File: config.mk
export PLATFORM = sky130hd
export DESIGN_NAME = ramio_arbiter
export DESIGN_NICKNAME = d
export VERILOG_FILES = /design/src/rtl/ramio_pkg.sv /design/src/rtl/rr_arbiter2.sv /design/src/rtl/ramio_arbiter.sv
export SDC_FILE = /design/constraint.sdc
export NUM_CORES = 1
export LEC_CHECK = 0
export ABC_CLOCK_PERIOD_IN_PS = 9320
export BUFFER_PORTS_ARGS = -buffer_cell sky130_fd_sc_hd__buf_4
export CORE_ASPECT_RATIO = 0.8
export CORE_MARGIN = 5
export CORE_UTILIZATION = 54
export DETAILED_ROUTE_END_ITERATION = 8
export PLACE_DENSITY = 0.9
export REMOVE_ABC_BUFFERS = 1
export SYNTH_ARGS = -nofsm -noshare
export SYNTH_HDL_FRONTEND = slang
export SYNTH_SLANG_ARGS = --single-unit
File: constraint.sdc
create_clock -name clk -period 9.32 [get_ports clk]
set_input_delay 1.864 -clock clk [delete_from_list [all_inputs] [get_ports clk]]
set_output_delay 1.864 -clock clk [all_outputs]
set_load 0.005 [all_outputs]
File: src/rtl/ramio_pkg.sv
// rtl/ramio_pkg.sv - shared types and constants for the RAMIO port arbiter
package ramio_pkg;

    localparam int ADDR_W = 32;
    localparam int DATA_W = 32;

    localparam logic [1:0] WR_NONE = 2'b00;
    localparam logic [1:0] WR_BYTE = 2'b01;
    localparam logic [1:0] WR_HALF = 2'b10;
    localparam logic [1:0] WR_WORD = 2'b11;

    localparam logic [2:0] RD_NONE = 3'b000;
    localparam logic [2:0] RD_BYTE = 3'b001;
    localparam logic [2:0] RD_HALF = 3'b010;
    localparam logic [2:0] RD_WORD = 3'b011;
    localparam int         RD_SIGNED = 2;

    typedef enum logic [1:0] {
        ST_IDLE = 2'd0,
        ST_WAIT = 2'd1,
        ST_DONE = 2'd2
    } arb_state_e;

    // A request must be a pure read or a pure write.
    function automatic logic req_legal(input logic [1:0] wt, input logic [2:0] rt);
        return (wt != WR_NONE) ^ (rt != RD_NONE);
    endfunction

endpackage

File: src/rtl/rr_arbiter2.sv
// rtl/rr_arbiter2.sv - two-way round-robin grant with last-grant pointer
module rr_arbiter2 #(
    parameter int RESET_PRIORITY = 0
) (
    input  logic       clk,
    input  logic       rst_n,
    input  logic [1:0] req_i,
    input  logic       accept_i,
    output logic [1:0] grant_o
);

    logic last_q;

    // On a tie, the requester that was not granted last wins.
    always_comb begin
        grant_o = 2'b00;
        case (req_i)
            2'b01:   grant_o = 2'b01;
            2'b10:   grant_o = 2'b10;
            2'b11:   grant_o = last_q ? 2'b01 : 2'b10;
            default: grant_o = 2'b00;
        endcase
    end

    always_ff @(posedge clk or negedge rst_n) begin
        if (!rst_n) begin
            last_q <= (RESET_PRIORITY == 0);
        end else if (accept_i) begin
            last_q <= grant_o[1];
        end
    end

endmodule

File: src/rtl/ramio_arbiter.sv
// rtl/ramio_arbiter.sv - shares the RAMIO port between boot loader and CPU side
module ramio_arbiter
    import ramio_pkg::*;
#(
    parameter int RESET_PRIORITY = 0,
    parameter int TIMEOUT_CYCLES = 4096
) (
    input  logic                clk,
    input  logic                rst_n,
    input  logic                req0_valid,
    output logic                req0_ready,
    input  logic [1:0]          req0_write_type,
    input  logic [2:0]          req0_read_type,
    input  logic [ADDR_W-1:0]   req0_address,
    input  logic [DATA_W-1:0]   req0_data_in,
    output logic                req0_done,
    output logic                req0_error,
    output logic [DATA_W-1:0]   req0_data_out,
    input  logic                req1_valid,
    output logic                req1_ready,
    input  logic [1:0]          req1_write_type,
    input  logic [2:0]          req1_read_type,
    input  logic [ADDR_W-1:0]   req1_address,
    input  logic [DATA_W-1:0]   req1_data_in,
    output logic                req1_done,
    output logic                req1_error,
    output logic [DATA_W-1:0]   req1_data_out,
    output logic                ramio_enable,
    output logic [1:0]          ramio_write_type,
    output logic [2:0]          ramio_read_type,
    output logic [ADDR_W-1:0]   ramio_address,
    output logic [DATA_W-1:0]   ramio_data_in,
    input  logic [DATA_W-1:0]   ramio_data_out,
    input  logic                ramio_data_out_ready,
    input  logic                ramio_busy
);

    arb_state_e        state_q, state_d;
    logic              gnt_q, gnt_d;
    logic              en_q, en_d;
    logic [1:0]        wt_q, wt_d;
    logic [2:0]        rt_q, rt_d;
    logic [ADDR_W-1:0] addr_q, addr_d;
    logic [DATA_W-1:0] wdata_q, wdata_d;
    logic [1:0]        done_q, done_d;
    logic [1:0]        err_q, err_d;
    logic [DATA_W-1:0] dout0_q, dout0_d;
    logic [DATA_W-1:0] dout1_q, dout1_d;
    logic [31:0]       tmo_q, tmo_d;

    logic [1:0]        grant;
    logic              accept;
    logic              sel;
    logic [1:0]        sel_wt;
    logic [2:0]        sel_rt;
    logic [ADDR_W-1:0] sel_addr;
    logic [DATA_W-1:0] sel_data;
    logic              wr_done;
    logic              rd_done;
    logic              timed_out;
    logic [31:0]       tmo_inc;

    rr_arbiter2 #(
        .RESET_PRIORITY (RESET_PRIORITY)
    ) u_rr (
        .clk      (clk),
        .rst_n    (rst_n),
        .req_i    ({req1_valid, req0_valid}),
        .accept_i (accept),
        .grant_o  (grant)
    );

    assign accept     = (state_q == ST_IDLE) && !ramio_busy && (grant != 2'b00);
    assign req0_ready = accept && grant[0];
    assign req1_ready = accept && grant[1];

    assign sel      = grant[1];
    assign sel_wt   = sel ? req1_write_type : req0_write_type;
    assign sel_rt   = sel ? req1_read_type  : req0_read_type;
    assign sel_addr = sel ? req1_address    : req0_address;
    assign sel_data = sel ? req1_data_in    : req0_data_in;

    // The first WAIT cycle is ignored for writes: downstream busy may not have risen yet.
    assign tmo_inc   = tmo_q + 32'(tmo_q != 32'hFFFF_FFFF);
    assign wr_done   = (wt_q != WR_NONE) && (tmo_q != 32'd0) && !ramio_busy;
    assign rd_done   = (rt_q != RD_NONE) && ramio_data_out_ready;
    assign timed_out = (TIMEOUT_CYCLES != 0) && (tmo_inc == 32'(TIMEOUT_CYCLES));

    always_comb begin
        state_d = state_q;
        gnt_d   = gnt_q;
        en_d    = en_q;
        wt_d    = wt_q;
        rt_d    = rt_q;
        addr_d  = addr_q;
        wdata_d = wdata_q;
        done_d  = 2'b00;
        err_d   = 2'b00;
        dout0_d = dout0_q;
        dout1_d = dout1_q;
        tmo_d   = tmo_q;

        case (state_q)
            ST_IDLE: begin
                if (accept) begin
                    gnt_d = sel;
                    if (req_legal(sel_wt, sel_rt)) begin
                        en_d    = 1'b1;
                        wt_d    = sel_wt;
                        rt_d    = sel_rt;
                        addr_d  = sel_addr;
                        wdata_d = sel_data;
                        tmo_d   = 32'd0;
                        state_d = ST_WAIT;
                    end else begin
                        done_d[sel] = 1'b1;
                        err_d[sel]  = 1'b1;
                        state_d     = ST_DONE;
                    end
                end
            end
            ST_WAIT: begin
                tmo_d = tmo_inc;
                if (wr_done || rd_done || timed_out) begin
                    en_d          = 1'b0;
                    wt_d          = WR_NONE;
                    rt_d          = RD_NONE;
                    done_d[gnt_q] = 1'b1;
                    state_d       = ST_DONE;
                    if (rd_done) begin
                        if (gnt_q) dout1_d = ramio_data_out;
                        else       dout0_d = ramio_data_out;
                    end else if (!wr_done) begin
                        err_d[gnt_q] = 1'b1;
                    end
                end
            end
            ST_DONE: begin
                state_d = ST_IDLE;
            end
            default: begin
                state_d = ST_IDLE;
            end
        endcase
    end

    always_ff @(posedge clk or negedge rst_n) begin
        if (!rst_n) begin
            state_q <= ST_IDLE;
            gnt_q   <= 1'b0;
            en_q    <= 1'b0;
            wt_q    <= WR_NONE;
            rt_q    <= RD_NONE;
            addr_q  <= '0;
            wdata_q <= '0;
            done_q  <= 2'b00;
            err_q   <= 2'b00;
            dout0_q <= '0;
            dout1_q <= '0;
            tmo_q   <= 32'd0;
        end else begin
            state_q <= state_d;
            gnt_q   <= gnt_d;
            en_q    <= en_d;
            wt_q    <= wt_d;
            rt_q    <= rt_d;
            addr_q  <= addr_d;
            wdata_q <= wdata_d;
            done_q  <= done_d;
            err_q   <= err_d;
            dout0_q <= dout0_d;
            dout1_q <= dout1_d;
            tmo_q   <= tmo_d;
        end
    end

    assign ramio_enable     = en_q;
    assign ramio_write_type = wt_q;
    assign ramio_read_type  = rt_q;
    assign ramio_address    = addr_q;
    assign ramio_data_in    = wdata_q;
    assign req0_done        = done_q[0];
    assign req1_done        = done_q[1];
    assign req0_error       = err_q[0];
    assign req1_error       = err_q[1];
    assign req0_data_out    = dout0_q;
    assign req1_data_out    = dout1_q;

endmodule

=== After elaboration in Yosys (flattened, before gate mapping) ===
Cells that the tools add are included.

* Reduce and logical (&&, ||, !) cells: 27
* Shifts and indexed selects: 0
* Bitwise gates (word level): 2
* Equality and inequality tests: 9
* Divide/modulo/power cells: 0
* Add/sub/neg operators: 1
* Muxes and demuxes: 37
* Magnitude comparators: 4
* Multipliers: 0

{| class="wikitable"
|+ Operators by type and width
! cell !! count
|-
| 32-bit two-way mux || 4
|-
| 32-bit case mux with 2 select lines || 1
|-
| 32-bit by 1-bit adder with 32-bit output || 1
|-
| 32-bit by 13-bit == test with 1-bit output, second input constant || 1
|-
| 32-bit inequality test, second input constant || 1
|-
| 32-bit nonzero test || 1
|-
| 2-bit two-way mux || 14
|-
| 2-bit case mux with 2 select lines || 4
|-
| 3-bit two-way mux || 4
|-
| 4-bit AND reduction || 3
|-
| 1-bit logical AND || 9
|-
| 2-bit nonzero test || 4
|-
| 2-bit case mux with 3 select lines || 1
|-
| 3-bit case mux with 2 select lines || 1
|-
| 3-bit AND reduction || 2
|-
| 3-bit nonzero test || 2
|-
| 1-bit two-way mux || 5
|-
| 2-bit by 1-bit == test with 1-bit output, second input constant || 2
|-
| 2-bit == test, second input constant || 2
|-
| 1-bit by 2-bit less-than comparator with 1-bit output, second input constant || 2
|-
| 2-bit inequality test, second input constant || 2
|-
| 2-bit AND reduction || 2
|-
| 1-bit demux with 1-bit select || 2
|-
| 1-bit greater-or-equal comparator, second input constant || 2
|-
| 7 further kinds || 8
|}

* Bits in latches: 0
* Bits in read-only memories: 0
* Input port bits: 176
* Flip-flop bits (word level): 174
* Memories kept: 0
* Memory bits (writable): 0

=== Logic depth before layout (Yosys ltp) ===
Gate-level depths: netlist (run 1).

* Depth in word-level cells: 9
* Mapped depth: 16
* Mapped depth without buffers: 13

=== Cells and area by module ===
A second synthesis (run 1) with hierarchy kept.

* Cell total of the unflattened synthesis: 762
* Area, all modules: 8303.0 um^2

{| class="wikitable"
|+ By module, submodules not included
! module !! seq. area each (um^2) !! area each (um^2) !! instances !! cells each
|-
| ramio_arbiter || 4329.2 || 8239.2 || 1 || 757
|-
| rr_arbiter2 || 26.3 || 63.8 || 1 || 5
|}

=== Worst setup path before layout (run 1) ===
No wires, ideal clock.

* Path type: input -> output
* Start: in req1_valid
* End: out req0_ready
* Setup slack: 4.711 ns
* Buffers on the path: 1
* Arrival time: 2.745 ns
* Cell stages on the path: 3
* Cells stage by stage: a21boi_1 > clkbuf_1 > nor2_1

* Cells in the longest elaborated chain, start to end: 5

{| class="wikitable"
|+ RTL lines
! item !! line !! source
|-
| from (decl) || ramio_arbiter.sv:19 || <nowiki>input logic req1_valid,</nowiki>
|-
| 2-bit == test / 2-bit by 1-bit == test with 1-bit output (equally long branches) || rr_arbiter2.sv:17 || <nowiki>case (req_i)</nowiki>
|-
| 2-bit case mux with 3 select lines (*) || rr_arbiter2.sv:17 ||
|-
| 2-bit nonzero test || ramio_arbiter.sv:73 || <nowiki>assign accept = (state_q == ST_IDLE) && !ramio_busy && (grant != 2'b00);</nowiki>
|-
| 1-bit logical AND || ramio_arbiter.sv:73 ||
|-
| 1-bit logical AND (*) || ramio_arbiter.sv:74 || <nowiki>assign req0_ready = accept && grant[0];</nowiki>
|-
| to (decl) || ramio_arbiter.sv:11 || <nowiki>output logic req0_ready,</nowiki>
|}

Every way passes the cells marked *; elsewhere a longest branch is shown, timed or not.

=== Worst setup path in the final report (run 1) ===
* Start: in req1_valid
* End: reg addr_q[2], in the netlist ramio_address[2]

* Cells in the longest elaborated chain, start to end: 6

{| class="wikitable"
|+ RTL lines
! item !! line !! source
|-
| 2-bit == test / 2-bit by 1-bit == test with 1-bit output (equally long branches) || rr_arbiter2.sv:17 ||
|-
| 2-bit case mux with 3 select lines (*) || rr_arbiter2.sv:17 ||
|-
| 3-bit two-way mux / 2-bit two-way mux (equally long branches) || ramio_arbiter.sv:79, ramio_arbiter.sv:78 ||
|-
| 3-bit nonzero test / 2-bit nonzero test (equally long branches) || ramio_pkg.sv:26 || <nowiki>return (wt != WR_NONE) ^ (rt != RD_NONE);</nowiki>
|-
| 1-bit XOR || ramio_pkg.sv:26 ||
|-
| 3-bit AND reduction (no source line) || -- ||
|-
| to (signal assigned) || ramio_arbiter.sv:167 || <nowiki>addr_q <= addr_d;</nowiki>
|-
| to (decl) || ramio_arbiter.sv:43 || <nowiki>logic [ADDR_W-1:0] addr_q, addr_d;</nowiki>
|}

Marked as above.
A chain may end at the register's enable or synchronous reset.

==> results of run 1 <==
[layout by cell type (no fill, tap or decap), drive strengths merged, types with 3 or more instances in the layout]
| cell type | n |
|---|---|
| buf | 324 |
| nand2 | 181 |
| dfrtp | 173 |
| nor2 | 98 |
| a31oi | 69 |
| mux2 | 64 |
| o21ai | 50 |
| nand3 | 21 |
| nand4 | 18 |
| clkbuf | 17 |
| nor3 | 15 |
| inv | 15 |
| nor4 | 14 |
| a21oi | 13 |
| xnor2 | 11 |
| or3 | 10 |
| a22o | 7 |
| and3 | 6 |
| o31ai | 6 |
| a41o | 5 |
| xor2 | 4 |
| a21o | 4 |
| mux2i | 4 |
| diode | 3 |
| or4 | 3 |
| and2 | 3 |
| o41ai | 3 |
| clkinv | 3 |
[state kept, by name, summed over array words and instances (netlist names)]
name              cells
gnt_q                 1
ramio_data_in        32
err_q                 2
state_q               2
req1_data_out        32
ramio_write_type      2
tmo_q                32
ramio_address        32
u_rr.last_q           1
ramio_read_type       3
req0_data_out        32
done_q                2
ramio_enable          1
[cells in the mapped netlist (4+ instances only)]
master / count
a41o_1: 5
xnor2_1: 11
o21ai_0: 48
mux2i_1: 4
nor2_1: 97
nand3_1: 17
mux2_1: 25
a31oi_1: 69
and3_1: 6
clkbuf_1: 53
a21oi_1: 13
inv_1: 5
nand3_2: 4
nand2_1: 181
nor4_1: 12
or3_1: 10
dfrtp_1: 173
buf_2: 7
a22o_1: 7
a21o_1: 4
o31ai_1: 6
xor2_1: 4
buf_4: 4
mux2_2: 39
nor3_1: 15
nand4_1: 18
[power by group through the flow]
stage               Sequential, mW  Combinational [mW]  Clock [mW]
global placement              1.25                1.19           0
detailed placement            1.27                1.23           0
global route                  1.30                1.34       0.779
CTS                           1.26                1.24       0.740
floorplan                     1.26               0.501           0
finish                        1.27                1.23       0.730
[metrics by stage]
stage | area [um2] | hold slack (ns) | power [mW] | TNS [ns]
after global placement | 10800 | 0.469 | 2.44 | 0
final | 11500 | 0.491 | 3.23 | 0
after CTS | 11500 | 0.493 | 3.24 | 0
after floorplan | 8120 | 0.457 | 1.76 | -26.88
after detailed placement | 10800 | 0.477 | 2.50 | 0
after global routing | 11500 | 0.501 | 3.42 | 0
[layout make-up]
| type | instances | area (um2) | area share (%) |
|---|---|---|---|
| clock inverter | 15 | 191 | 1.67 |
| clock buffer | 17 | 425 | 3.71 |
| multi-input combinational | 639 | 3770 | 32.9 |
| sequential | 174 | 4360 | 38.0 |
| antenna | 3 | 7.51 | 0.0654 |
| tap | 210 | 263 | 2.29 |
| timing repair buffer | 324 | 2440 | 21.2 |
| inverter | 5 | 18.8 | 0.164 |
[routing by layer]
layer  wire length (um)  part of all wire [%]  up-vias
li1                   -                     -     3679
met1              10200                    37     3877
met2              13300                    48      482
met3               2770                    10       78
met4               1240                   4.5        0
met5                  0                     0        -
[kinds of logic (layout without fill, tap and decap cells)]
group	count (synthesis)	in the layout	synth area share (%)
other	0	3	0
DFF	174	174	51.7
buffers and inverters	74	361	3.78
adders and majority gates	2	2	0.297
xor gates and xnor gates	15	15	1.56
muxes	68	68	9.04
and+or+nand+nor	379	379	20.2
AOI/OAI and AO/OA	175	175	13.3
[worst paths after layout]
path / start / endpoint / cells past startpoint
min in group asynchronous: rst_n / done_q[0] / 1
max: req1_valid / ramio_address[2] / 10
min reg2reg: req0_data_out[27] / req0_data_out[27] / 1
max in group asynchronous: rst_n / req1_data_out[11] / 2
max reg2reg: tmo_q[20] / ramio_enable / 12
min: req0_data_out[27] / req0_data_out[27] / 1
[critical path, stage by stage]
cell,delay [ns]
buf_4,0.10
a21boi_4,0.15
buf_4,0.60
mux2i_1,0.30
xor2_1,0.21
inv_1,0.15
nor2_4,0.74
buf_4,0.78
nor2_1,0.10
a31oi_1,0.26
==> impl_metrics.yaml, run 1 <==
layout:
  layout-drive-gt1-share_pct: 35.6
  nNetsFinal: 1339
  final_core_util_pct: 75.7
  syn2layout_area_growth_pct: 36.3
  nFillCells: 1024
  stdcell_count: 1387
clock_network:
  root_buffer: "clkbuf_16"
  htreeDepth: 4
  clk_path_buf_depth: 2
  numCtsBuffers: 17
  cts-resized-gates: 0
  cts_tree: "yes"
  clkLatencyLatePin_ns: 0.42
  postCtsHoldBufs: 0
  clock-sinks: 174
  post_cts_buffers: 0
  path_clk_slew_ns: 0.07
drt:
  wire_per_inst_um: 19.9
  remaining_drc_errors: 0
  drt_iter0_drc: 731
  finalWirelength_mm: 27.5
  ant_nets: 0
  num_vias: 8116
  drtPass1Iterations: 5
  vias_per_cell: 5.85
critical_path:
  arrival_ns: 5.29
  endpoint_kind: "register"
  crit_fanout: 91
  start_kind: "primary input"
  required_ns: 9.64
  crit_type: "primary input to register"
  r2r_slack_ns: 4.71
synth:
  ys.flop_type: "dfrtp_1"
  synth_area_leaders: "dfrtp_1 51%, nand2_1 8.1%, mux2_2 5.2%"
  synth_top_area_cell: "dfrtp_1"
  synth_edf_count: 0
  syn_inst: 887
  ys_types: 58
  synth_seq_area_share_pct: 51.7
  ys_warn_count: 0
  synth.avg_cell_area_um2: 9.49
  ys_ff_latch: 174
  syn_area_um2: 8420
  async_flop_share_pct: 100
  yosysTopAreaCellShare_pct: 51.4
placed_design:
  place_congestion: 0.938
  io_buffers: 315
  dp.cells: 1352
  hpwl_mm: 20.0
  pre_cts_slack_ns: 3.97
global_route:
  grt_pass1_vias: 7775
  antenna_found_initial: 3
  use_met2_pct: 48.5
  grtUsageMet1_pct: 36.3
  track_usage_pct: 29.9
  grt_pass1_wl_mm: 42.1
  busiest_layer: "met2"
  grt_max_degree: 103
  use_met3_pct: 9.89
  grt.overflow.total: 0
die:
  fp.coreArea_um2: 15200
  dieArea_um2: 18200
  core.rowCount: 40
  initial_core_util_pct: 55.5
  die_x_um: 150
  io_pins: 316
  die_h_um: 122
power:
  p_int_mw: 2.11
  ir_drop_mv: 0.170
  power_density_nw_per_um2: 282
  p_clk_share_pct: 22.6
  swShare_pct: 34.6
  leakage_nw: 5.47
  switchingPower_mw: 1.12
  seqPwrFrac_pct: 39.2
  power_frac_comb_pct: 38.2
outcome:
  status: "complete, no violations"
sta:
  setup_slack_ns: 4.35
  layout_min_cycle_time_ns: 4.97
  slew_headroom_pct: 36.4
  tightest_slew_ns: 0.953
  fin_crit_sh_pct: 53.3
  rsz0062_at_grt: "false"
  finClkSkew_ns: 0.0118
  fmax_ghz: 0.201
  slew_viol_final: 0
  setup_viol: 0
  finalHoldViolCount: 0
run:
  drv_cap: 0
hold_path:
  hold_class: "register to register"
(Power assumes the default switching activity.)
==> run 2, diff against run 1 <==
--- a/config.mk
+++ b/config.mk
@@ -5,13 +5,13 @@
 export SDC_FILE = /design/constraint.sdc
 export NUM_CORES = 1
 export LEC_CHECK = 0
-export ABC_CLOCK_PERIOD_IN_PS = 9320
+export ABC_CLOCK_PERIOD_IN_PS = 4130
 export BUFFER_PORTS_ARGS = -buffer_cell sky130_fd_sc_hd__buf_4
 export CORE_ASPECT_RATIO = 0.8
 export CORE_MARGIN = 5
-export CORE_UTILIZATION = 54
+export CORE_UTILIZATION = 45
 export DETAILED_ROUTE_END_ITERATION = 8
-export PLACE_DENSITY = 0.9
+export PLACE_DENSITY = 0.8
 export REMOVE_ABC_BUFFERS = 1
 export SYNTH_ARGS = -nofsm -noshare
 export SYNTH_HDL_FRONTEND = slang
==> constraint.sdc (replaced) <==
create_clock -name clk -period 4.13 [get_ports clk]
set_input_delay 0.826 -clock clk [delete_from_list [all_inputs] [get_ports clk]]
set_output_delay 0.826 -clock clk [all_outputs]
set_load 0.005 [all_outputs]
==> run 2 against run 1 <==
  * Sequential cell count unchanged
  * Die area increased by 18%
  * Power increased by 120%
  * Sequential share of layout area decreased by 0.59 points
  * Largest cell class unchanged
  * Largest power group unchanged
  * Highest routed layer unchanged
==> impl_metrics.yaml, run 2 (synthesized netlist as in run 1, its figures left out) <==
global_route:
  antenna_found_initial: 1
  grt_pass1_wl_mm: 40.4
  track_usage_pct: 23.4
  grt.overflow.total: 0
  grt_pass1_vias: 7521
  grt_max_degree: 92
die:
  core.rowCount: 44
  io_pins: 316
  die_x_um: 163
  initial_core_util_pct: 46.1
  dieArea_um2: 21600
  fp.coreArea_um2: 18300
  die_h_um: 132
clock_network:
  htreeDepth: 4
  cts_tree: "yes"
  clock-sinks: 174
  clk_path_buf_depth: 2
  clkLatencyLatePin_ns: 0.43
  path_clk_slew_ns: 0.07
  root_buffer: "clkbuf_16"
  post_cts_buffers: 0
  numCtsBuffers: 17
power:
  seqPwrFrac_pct: 39.8
  leakage_nw: 5.55
  power_density_nw_per_um2: 609
  p_clk_share_pct: 21.7
  power_frac_comb_pct: 38.5
  switchingPower_mw: 2.40
  p_int_mw: 4.70
  swShare_pct: 33.8
  ir_drop_mv: 0.343
sta:
  finalHoldViolCount: 0
  setup_viol: 0
  rsz0062_at_grt: "false"
  fmax_ghz: 0.257
  fin_crit_sh_pct: 94.3
  tightest_slew_ns: 0.808
  layout_min_cycle_time_ns: 3.90
  slew_headroom_pct: 46.1
  whs_ns: 0.465
  finClkSkew_ns: 0.0151
  slew_viol_final: 0
drt:
  drtPass1Iterations: 6
  vias_per_cell: 5.44
  ant_nets: 0
  num_vias: 7875
  drt_iter0_drc: 630
  finalWirelength_mm: 25.8
  wire_per_inst_um: 17.8
  remaining_drc_errors: 0
critical_path:
  crit_fanout: 12
  arrival_ns: 4.20
  start_kind: "register"
  endpoint_kind: "register"
  reg2regPathDepth: 13
  crit_type: "register to register"
  required_ns: 4.44
layout:
  layout_common_cells: "341 x buf_4, 180 x nand2_1, 173 x dfrtp_1"
  syn2layout_area_growth_pct: 38.5
  nNetsFinal: 1359
  layout-drive-gt1-share_pct: 36.9
  final_core_util_pct: 63.8
  mostFrequentLayoutCell: "buf_4"
placed_design:
  hpwl_mm: 19.1
  io_buffers: 315
  place_congestion: 0.941
run:
  drv_cap: 0
hold_path:
  hold_class: "primary input to async pin"
outcome:
  status: "complete, no violations"
==> run 2: worst max-delay path, stage by stage (launching register included) <==
cell	delay, ns
dfrtp_1	0.47
and3_1	0.25
nand3_1	0.15
nor2_1	0.10
nand3_1	0.08
ha_1	0.21
ha_2	0.26
nand3_2	0.15
or4_4	0.62
o21a_1	0.21
a211oi_2	0.14
o2111ai_1	0.13
or4_4	0.66
a221o_1	0.35
==> run 2: timing repair <==
action,CTS,global route
hold buffers,0,0
endpoints found under the setup margin,0,8
resized for setup,0,2
==> run 2: final timing paths <==
| path | slack [ns] | to | from |
|---|---|---|---|
| worst max-delay path | 0.23 | ramio_enable | tmo_q[28] |
| worst min-delay path | 0.46 | req1_data_out[24] | rst_n |
| worst max register to register | 0.23 | ramio_enable | tmo_q[28] |
| worst min register to register | 0.49 | req0_data_out[6] | req0_data_out[6] |
| max in group asynchronous | 2.77 | tmo_q[20] | rst_n |
| min in group clk | 0.49 | req0_data_out[6] | req0_data_out[6] |
==> run 2: power groups by stage <==
stage	logic, mW	clock network [mW]	registers (mW)
6_report	2.74	1.54	2.82
3_3_place_gp	2.71	0	2.82
5_1_grt	2.99	1.64	2.92
2_1_floorplan	1.13	0	2.84
3_5_place_dp	2.76	0	2.85
4_1_cts	2.77	1.58	2.83
==> run 2: metal layers <==
metal	routed length, um	global-route usage (%)	vias to the layer above
met4	816	8.90	0
met1	10600	30.5	3769
met5	0	0	-
met3	2630	7.94	45
met2	11700	36.0	357
li1	-	-	3704
==> run 2: layout make-up <==
class | count | area (um2)
Fill cell | 1521 | 6620
Sequential cell | 174 | 4360
Multi-Input combinational cell | 639 | 3780
Timing Repair Buffer | 344 | 2610
Clock buffer | 17 | 425
Tap cell | 253 | 317
Clock inverter | 15 | 141
Inverter | 5 | 18.8
Antenna cell | 1 | 2.50
==> run 2: metrics by stage <==
step / TNS, ns / setup slack [ns] / area, um2 / cells / total power, mW
after floorplan: -347.61 / -4.73 / 8120 / 818 / 3.97
after global placement: 0 / 0.303 / 11100 / 1415 / 5.53
after detailed placement: 0 / 0.210 / 11100 / 1415 / 5.60
after CTS: 0 / 0.176 / 11600 / 1447 / 7.18
after global routing: 0 / 0.0293 / 11700 / 1448 / 7.55
final: 0 / 0.234 / 11700 / 1448 / 7.10
